### config.mk
export PLATFORM = sky130hd
export DESIGN_NAME = vga_text_ctrl
export DESIGN_NICKNAME = d
export VERILOG_FILES = /design/src/rtl/vga_text_ctrl.sv
export SDC_FILE = /design/constraint.sdc
export NUM_CORES = 1
export LEC_CHECK = 0
export CAP_MARGIN = 20
export CELL_PAD_IN_SITES_DETAIL_PLACEMENT = 1
export CELL_PAD_IN_SITES_GLOBAL_PLACEMENT = 2
export CORE_MARGIN = 8
export CORE_UTILIZATION = 31
export CTS_BUF_LIST = sky130_fd_sc_hd__clkbuf_16
export CTS_CLUSTER_SIZE = 12
export DETAILED_ROUTE_END_ITERATION = 8
export PLACE_DENSITY = 0.82
export SLEW_MARGIN = 20
export SYNTH_ARGS = -nofsm -noshare
export SYNTH_HDL_FRONTEND = slang
export SYNTH_SLANG_ARGS = --single-unit
export TNS_END_PERCENT = 30
### constraint.sdc
create_clock -name clk_i -period 5.75 [get_ports clk_i]
set_input_delay 0.575 -clock clk_i [delete_from_list [all_inputs] [get_ports clk_i]]
set_output_delay 0.575 -clock clk_i [all_outputs]
set_load 0.05 [all_outputs]
### src/rtl/vga_text_ctrl.sv
// Text-mode controller: 80x30 cursor, keystroke/clear writes and display reads sharing one char-RAM port.
// Optional cursor blink is built when CURSOR_BLINK_EN is defined; otherwise cursor_hit_o is tied low.
module vga_text_ctrl #(
  parameter int COLS         = 80,
  parameter int ROWS         = 30,
  parameter int ADDR_W       = 12,
  parameter int BLINK_FRAMES = 30
) (
  input  logic              clk_i,
  input  logic              rst_i,
  input  logic              p_tick_i,
  input  logic              data_ena_i,
  input  logic [9:0]        x_pos_i,
  input  logic [9:0]        y_pos_i,
  input  logic              key_valid_i,
  input  logic [7:0]        key_ascii_i,
  output logic              key_ready_o,
  output logic [ADDR_W-1:0] mem_addr_o,
  output logic              mem_we_o,
  output logic [7:0]        mem_wdata_o,
  input  logic [7:0]        mem_rdata_i,
  output logic [7:0]        disp_char_o,
  output logic [6:0]        cursor_x_o,
  output logic [4:0]        cursor_y_o,
  output logic              busy_o,
  output logic              cursor_hit_o
);

  typedef enum logic [2:0] {
    IDLE    = 3'd0,
    WR_CHAR = 3'd1,
    BKSP    = 3'd2,
    CLR_ROW = 3'd3,
    CLR_ALL = 3'd4
  } state_e;

  localparam logic [6:0]        LAST_COL   = 7'(COLS - 1);
  localparam logic [4:0]        LAST_ROW   = 5'(ROWS - 1);
  localparam logic [ADDR_W-1:0] COLS_A     = ADDR_W'(COLS);
  localparam logic [ADDR_W-1:0] LAST_COL_A = ADDR_W'(COLS - 1);
  localparam logic [ADDR_W-1:0] LAST_CELL  = ADDR_W'(COLS * ROWS - 1);

  state_e            state_q, state_d;
  logic [6:0]        cur_x_q, cur_x_d;
  logic [4:0]        cur_y_q, cur_y_d;
  logic [7:0]        data_q, data_d;
  logic [ADDR_W-1:0] cnt_q, cnt_d;
  logic              key_ready_q, busy_q;
  logic              p_tick_q;
  logic [7:0]        disp_char_q;

  logic [ADDR_W-1:0] cell_addr_s, row_base_s, disp_addr_s, wr_addr_s;
  logic [7:0]        wr_data_s;
  logic              pend_s, grant_s;

  assign cell_addr_s = ADDR_W'(cur_y_q) * COLS_A + ADDR_W'(cur_x_q);
  assign row_base_s  = ADDR_W'(cur_y_q) * COLS_A;
  assign pend_s      = (state_q != IDLE);
  assign grant_s     = pend_s && !p_tick_i;

  // Display cell address from the scan position
  always_comb begin
    disp_addr_s = '0;
    if (data_ena_i) begin
      disp_addr_s = ADDR_W'(y_pos_i[9:4]) * COLS_A + ADDR_W'(x_pos_i[9:3]);
    end else begin
      disp_addr_s = '0;
    end
  end

  // Write address/data for the pending operation
  always_comb begin
    wr_addr_s = cell_addr_s;
    wr_data_s = 8'h20;
    case (state_q)
      WR_CHAR: begin wr_addr_s = cell_addr_s;         wr_data_s = data_q; end
      BKSP:    begin wr_addr_s = cell_addr_s;         wr_data_s = 8'h20;  end
      CLR_ROW: begin wr_addr_s = row_base_s + cnt_q;  wr_data_s = 8'h20;  end
      CLR_ALL: begin wr_addr_s = cnt_q;               wr_data_s = 8'h20;  end
      default: begin wr_addr_s = cell_addr_s;         wr_data_s = 8'h20;  end
    endcase
  end

  // RAM port arbitration: display reads own every p_tick cycle
  always_comb begin
    mem_addr_o  = disp_addr_s;
    mem_we_o    = 1'b0;
    mem_wdata_o = wr_data_s;
    if (p_tick_i) begin
      mem_addr_o = disp_addr_s;
      mem_we_o   = 1'b0;
    end else if (pend_s) begin
      mem_addr_o = wr_addr_s;
      mem_we_o   = 1'b1;
    end else begin
      mem_we_o   = 1'b0;
    end
  end

  // Next-state, cursor and clear-counter logic
  always_comb begin
    state_d = state_q;
    cur_x_d = cur_x_q;
    cur_y_d = cur_y_q;
    data_d  = data_q;
    cnt_d   = cnt_q;
    case (state_q)
      IDLE: begin
        if (key_valid_i) begin
          data_d = key_ascii_i;
          if (key_ascii_i >= 8'h20 && key_ascii_i <= 8'h7E) begin
            state_d = WR_CHAR;
          end else if (key_ascii_i == 8'h0D) begin
            cur_x_d = 7'd0;
            cur_y_d = (cur_y_q == LAST_ROW) ? 5'd0 : cur_y_q + 5'd1;
            cnt_d   = '0;
            state_d = CLR_ROW;
          end else if (key_ascii_i == 8'h08) begin
            if (cur_x_q != 7'd0) begin
              cur_x_d = cur_x_q - 7'd1;
              state_d = BKSP;
            end else if (cur_y_q != 5'd0) begin
              cur_x_d = LAST_COL;
              cur_y_d = cur_y_q - 5'd1;
              state_d = BKSP;
            end else begin
              state_d = IDLE;
            end
          end else if (key_ascii_i == 8'h1B) begin
            cur_x_d = 7'd0;
            cur_y_d = 5'd0;
            cnt_d   = '0;
            state_d = CLR_ALL;
          end else begin
            state_d = IDLE;
          end
        end else begin
          state_d = IDLE;
        end
      end
      WR_CHAR: begin
        if (grant_s) begin
          if (cur_x_q != LAST_COL) begin
            cur_x_d = cur_x_q + 7'd1;
            state_d = IDLE;
          end else begin
            cur_x_d = 7'd0;
            cur_y_d = (cur_y_q == LAST_ROW) ? 5'd0 : cur_y_q + 5'd1;
            cnt_d   = '0;
            state_d = CLR_ROW;
          end
        end else begin
          state_d = WR_CHAR;
        end
      end
      BKSP: begin
        if (grant_s) begin
          state_d = IDLE;
        end else begin
          state_d = BKSP;
        end
      end
      CLR_ROW: begin
        if (grant_s) begin
          if (cnt_q == LAST_COL_A) begin
            cnt_d   = '0;
            state_d = IDLE;
          end else begin
            cnt_d = cnt_q + 1'b1;
          end
        end else begin
          state_d = CLR_ROW;
        end
      end
      CLR_ALL: begin
        if (grant_s) begin
          if (cnt_q == LAST_CELL) begin
            cnt_d   = '0;
            state_d = IDLE;
          end else begin
            cnt_d = cnt_q + 1'b1;
          end
        end else begin
          state_d = CLR_ALL;
        end
      end
      default: begin
        cnt_d   = '0;
        state_d = CLR_ALL;
      end
    endcase
  end

  // State, cursor and registered handshake/status outputs
  always_ff @(posedge clk_i) begin
    if (rst_i) begin
      state_q     <= CLR_ALL;
      cur_x_q     <= 7'd0;
      cur_y_q     <= 5'd0;
      data_q      <= 8'h00;
      cnt_q       <= '0;
      key_ready_q <= 1'b0;
      busy_q      <= 1'b1;
      p_tick_q    <= 1'b0;
      disp_char_q <= 8'h00;
    end else begin
      state_q     <= state_d;
      cur_x_q     <= cur_x_d;
      cur_y_q     <= cur_y_d;
      data_q      <= data_d;
      cnt_q       <= cnt_d;
      key_ready_q <= (state_d == IDLE);
      busy_q      <= (state_d != IDLE);
      p_tick_q    <= p_tick_i;
      disp_char_q <= p_tick_q ? mem_rdata_i : disp_char_q;
    end
  end

`ifdef CURSOR_BLINK_EN
  logic [15:0] frame_q;
  logic        phase_q, hit_pipe_q, hit_q;

  // Frame counter, blink phase and two-stage cursor-hit pipeline aligned with disp_char
  always_ff @(posedge clk_i) begin
    if (rst_i) begin
      frame_q    <= 16'd0;
      phase_q    <= 1'b1;
      hit_pipe_q <= 1'b0;
      hit_q      <= 1'b0;
    end else begin
      if (p_tick_i && x_pos_i == 10'd0 && y_pos_i == 10'd0) begin
        if (frame_q == 16'(BLINK_FRAMES - 1)) begin
          frame_q <= 16'd0;
          phase_q <= ~phase_q;
        end else begin
          frame_q <= frame_q + 16'd1;
        end
      end
      if (p_tick_i) begin
        hit_pipe_q <= data_ena_i && (disp_addr_s == cell_addr_s) && phase_q;
      end
      if (p_tick_q) begin
        hit_q <= hit_pipe_q;
      end
    end
  end

  assign cursor_hit_o = hit_q;
`else
  logic unused_s;
  assign unused_s     = ^{x_pos_i[2:0], y_pos_i[3:0], 16'(BLINK_FRAMES)};
  assign cursor_hit_o = 1'b0;
`endif

  assign key_ready_o = key_ready_q;
  assign busy_o      = busy_q;
  assign disp_char_o = disp_char_q;
  assign cursor_x_o  = cur_x_q;
  assign cursor_y_o  = cur_y_q;

endmodule

==> impl_metrics.xml <==
<?xml version="1.0" encoding="UTF-8"?>
<metrics>
  <group name="run_status">
    <metric name="result_of_the_run" unit="">finished clean</metric>
  </group>
  <group name="timing">
    <metric name="finalHoldViolations" unit="">0</metric>
    <metric name="rsz_0062_raised_after_global_routing" unit="">no</metric>
    <metric name="worst_slew_pin_slew" unit="ns">0.955</metric>
    <metric name="final_max_slew_viol_count" unit="">0</metric>
    <metric name="final-setup-viol-count" unit="">0</metric>
    <metric name="fin_setup_tns" unit="ns">0</metric>
    <metric name="clock.fmax" unit="MHz">214</metric>
    <metric name="clock-skew-final" unit="ns">0.00970</metric>
    <metric name="finalCriticalPeriod" unit="ns">4.68</metric>
    <metric name="timing.slew.headroom" unit="%">36.0</metric>
    <metric name="period_share" unit="%">81.4</metric>
  </group>
  <group name="yosys">
    <metric name="synth-warning-count" unit="">0</metric>
    <metric name="ys_seq_area_share" unit="%">24.1</metric>
    <metric name="yosys.cell_types.count" unit="">70</metric>
    <metric name="synth.cell_area" unit="sq mm">0.00382</metric>
    <metric name="post_synth_main_area_contributors" unit="">sky130_fd_sc_hd__dfxtp_1 24%, sky130_fd_sc_hd__ha_1 10%, sky130_fd_sc_hd__nand2_1 4.6%, sky130_fd_sc_hd__a21oi_1 4.2%, sky130_fd_sc_hd__mux2i_1 4.2%</metric>
    <metric name="synth_top_flop_cell" unit="">sky130_fd_sc_hd__dfxtp_1</metric>
    <metric name="synthCells" unit="">493</metric>
    <metric name="postSynthNetCount" unit="">570</metric>
    <metric name="synth_async_sr_flop_share" unit="%">0</metric>
    <metric name="synth_top_area_cell" unit="">sky130_fd_sc_hd__dfxtp_1</metric>
    <metric name="synth.ff_latch_count" unit="">46</metric>
    <metric name="synth_area_per_cell" unit="sq um">7.75</metric>
    <metric name="synth-edff-count" unit="">0</metric>
    <metric name="share_of_the_synthesized_area_in_the_top_cell_type" unit="%">24.1</metric>
  </group>
  <group name="setup_path">
    <metric name="worst_setup_path_startpoint" unit="">cursor_y_o[3]</metric>
    <metric name="critPathCaptureType" unit="">output pin</metric>
    <metric name="critical_path.max_fanout" unit="">13</metric>
    <metric name="rr_startpoint" unit="">state_q[2]</metric>
    <metric name="worst-r2r-setup-slack" unit="ns">2.80</metric>
    <metric name="crit_path_start_kind" unit="">register</metric>
    <metric name="critPathRequiredTime" unit="ns">5.18</metric>
    <metric name="worst_ep_arrival_time" unit="ns">4.11</metric>
    <metric name="reg2reg_depth" unit="">6</metric>
    <metric name="regToRegEndpoint" unit="">cursor_x_o[0]</metric>
    <metric name="critPathKind" unit="">register to output pin</metric>
  </group>
  <group name="cts">
    <metric name="hold_buffers" unit="">0</metric>
    <metric name="path_clk_slew" unit="ns">0.07</metric>
    <metric name="ctsRootBufferMaster" unit="">sky130_fd_sc_hd__clkbuf_16</metric>
    <metric name="numClockSinks" unit="">46</metric>
    <metric name="cts_tree" unit="">built</metric>
    <metric name="post-cts-setup-buffer-count" unit="">0</metric>
    <metric name="clock_tree.htree_level_count" unit="">2</metric>
    <metric name="numCtsBuffers" unit="">5</metric>
    <metric name="worst_skew_pair.late_latency" unit="ns">0.30</metric>
    <metric name="post_cts_resized" unit="">0</metric>
    <metric name="cts_buffer_depth" unit="">2</metric>
  </group>
  <group name="power">
    <metric name="power.total" unit="W">0.000797</metric>
    <metric name="p_seq_share" unit="%">41.1</metric>
    <metric name="power.share.switching" unit="%">30.2</metric>
    <metric name="p_leak" unit="nW">1.87</metric>
    <metric name="worst_ir_drop_vdd" unit="mV">0.157</metric>
    <metric name="clkPwrFrac" unit="%">38.0</metric>
    <metric name="power_density" unit="mW/mm^2">165</metric>
    <metric name="power.internal" unit="W">0.000556</metric>
    <metric name="combPwrFrac" unit="%">20.9</metric>
    <metric name="p_sw" unit="W">0.000241</metric>
  </group>
  <group name="grt">
    <metric name="grt_pass1_wl" unit="um">20500</metric>
    <metric name="antenna_found_initial" unit="">0</metric>
    <metric name="grtUsageMet2" unit="%">25.5</metric>
    <metric name="busiest_layer" unit="">met2</metric>
    <metric name="largest_net_degree_at_the_start_of_global_routing" unit="">31</metric>
    <metric name="globalRoute.totalOverflow" unit="">0</metric>
    <metric name="gr-usage-all-layers" unit="%">15.5</metric>
    <metric name="grt_use_met1" unit="%">20.2</metric>
    <metric name="grt_pass1_vias" unit="">3969</metric>
    <metric name="groute.layer.met3.usage" unit="%">3.49</metric>
  </group>
  <group name="die">
    <metric name="placement_rows" unit="">40</metric>
    <metric name="design.die.area" unit="sq mm">0.0161</metric>
    <metric name="io_pins" unit="">85</metric>
    <metric name="core_area" unit="sq mm">0.0120</metric>
    <metric name="fp.dieH" unit="um">127</metric>
    <metric name="start_util" unit="%">31.8</metric>
    <metric name="fp.dieW" unit="um">127</metric>
  </group>
  <group name="layout">
    <metric name="insertedDiodeCount" unit="">0</metric>
    <metric name="final_cell_mix" unit="">76 x sky130_fd_sc_hd__clkdlybuf4s50_1, 47 x sky130_fd_sc_hd__nand2_1, 46 x sky130_fd_sc_hd__dfxtp_1, 37 x sky130_fd_sc_hd__nor2_1</metric>
    <metric name="final_nets" unit="">627</metric>
    <metric name="areaGrowthSynthToFinish" unit="%">26.1</metric>
    <metric name="instances_no_fill" unit="">698</metric>
    <metric name="post_route_cells_drive_above_1_share" unit="%">3.99</metric>
    <metric name="layout_commonest_cell" unit="">sky130_fd_sc_hd__clkdlybuf4s50_1</metric>
  </group>
  <group name="drt">
    <metric name="drt_first_pass_iters" unit="">4</metric>
    <metric name="drtAntennaViolNets" unit="">0</metric>
    <metric name="drt-initial-drc-count" unit="">180</metric>
    <metric name="drt_wl_total" unit="um">12200</metric>
    <metric name="route.detailed.vias_per_inst" unit="">5.39</metric>
    <metric name="drcViolationCount" unit="">0</metric>
    <metric name="num_vias" unit="">3764</metric>
    <metric name="routed_wire_length_per_instance" unit="um">17.5</metric>
  </group>
  <group name="placed_design">
    <metric name="dp.final_hpwl" unit="um">9650</metric>
    <metric name="placement.io_buffers" unit="">76</metric>
    <metric name="placed_cells_incl_taps" unit="">690</metric>
    <metric name="gp_congestion" unit="">0.811</metric>
  </group>
  <group name="run">
    <metric name="maxCapViolations" unit="">0</metric>
  </group>
  <group name="min_path">
    <metric name="whs_endpoint" unit="">data_q[0]</metric>
    <metric name="hp-start" unit="">data_q[0]</metric>
    <metric name="min_delay_path_depth" unit="">2</metric>
    <metric name="hp-class" unit="">register to register</metric>
  </group>
</metrics>
-- sequential cells by signal, summed over array words and instances, names as in the netlist --
name         cells
cursor_x_o       7
cnt_q           12
p_tick_q         1
data_q           8
busy_o           1
cursor_y_o       5
disp_char_o      8
key_ready_o      1
state_q          3
-- layer usage --
layer / vias up / wire, um / part of all wire [%]
met5: - / 0 / 0
met3: 7 / 390 / 3.2
li1: 1889 / - / -
met4: 0 / 96 / 0.79
met1: 1821 / 5950 / 49
met2: 47 / 5770 / 47
-- layout make-up --
type / count / area, sq um
fillers: 1470 / 7190
multi-input cells: 394 / 2700
flip-flops and latches: 46 / 921
repair buffers: 78 / 776
well taps: 147 / 184
clock buffers: 5 / 125
inverters: 25 / 93.8
clock inverters: 3 / 25.0
-- Yosys cell counts (10+ instances only) --
cell type	n
sky130_fd_sc_hd__mux2i_1	16
sky130_fd_sc_hd__a21oi_1	32
sky130_fd_sc_hd__inv_1	25
sky130_fd_sc_hd__nor2_1	37
sky130_fd_sc_hd__nand3_1	29
sky130_fd_sc_hd__and2_1	13
sky130_fd_sc_hd__nor3_1	10
sky130_fd_sc_hd__ha_1	32
sky130_fd_sc_hd__clkbuf_1	23
sky130_fd_sc_hd__xnor2_1	12
sky130_fd_sc_hd__o21ai_0	27
sky130_fd_sc_hd__xor2_1	13
sky130_fd_sc_hd__nand2_1	47
sky130_fd_sc_hd__dfxtp_1	46
-- cell families (layout without fill, tap and decap cells) --
kind of cell    after synthesis  count (layout)  share of synthesized area [%]
simple gates                189             189                           25.7
compound gates              127             127                           22.1
buf+inv                      53             111                           5.50
flops                        46              46                           24.1
fa+ha+maj                    36              36                           12.6
xor+xnor                     25              25                           5.73
mux                          16              16                           4.19
other cells                   1               1                         0.0981
-- worst max-delay path, stage by stage (launching register included) --
cell                              delay (ns)
sky130_fd_sc_hd__dfxtp_1                0.58
sky130_fd_sc_hd__ha_1                   0.32
sky130_fd_sc_hd__ha_1                   0.23
sky130_fd_sc_hd__fa_1                   0.41
sky130_fd_sc_hd__xor2_1                 0.19
sky130_fd_sc_hd__ha_1                   0.34
sky130_fd_sc_hd__or3_1                  0.36
sky130_fd_sc_hd__o211ai_1               0.11
sky130_fd_sc_hd__xnor2_1                0.15
sky130_fd_sc_hd__a21oi_1                0.07
sky130_fd_sc_hd__o22ai_1                0.20
sky130_fd_sc_hd__clkdlybuf4s50_1        0.84
-- power groups by stage --
stage	registers, W	clock network (W)	logic (W)
2_1_floorplan	0.000343	0	0.0000935
3_3_place_gp	0.000335	0	0.000165
3_5_place_dp	0.000336	0	0.000167
4_1_cts	0.000328	0.000315	0.000169
5_1_grt	0.000329	0.000327	0.000179
6_report	0.000328	0.000303	0.000166
-- per-stage QoR --
stage	hold WS [ns]	cell area (sq um)	setup WS [ns]	utilization, %
after floorplan	0.431	3820	1.55	-
after global placement	0.440	4670	1.37	38.8
after detailed placement	0.447	4670	1.37	38.8
after CTS	0.458	4820	1.04	40.1
after global routing	0.475	4820	0.898	40.1
final	0.454	4820	1.07	40.1
-- how the worst max path moves through the flow --
stage | end | cells after the start
after global routing | mem_addr_o[11] | 11
after CTS | mem_addr_o[11] | 11
after detailed placement | mem_addr_o[11] | 10
final | mem_addr_o[11] | 11
after floorplan | mem_addr_o[9] | 10
after global placement | mem_addr_o[11] | 10
Power figures use the tool's default switching activity.
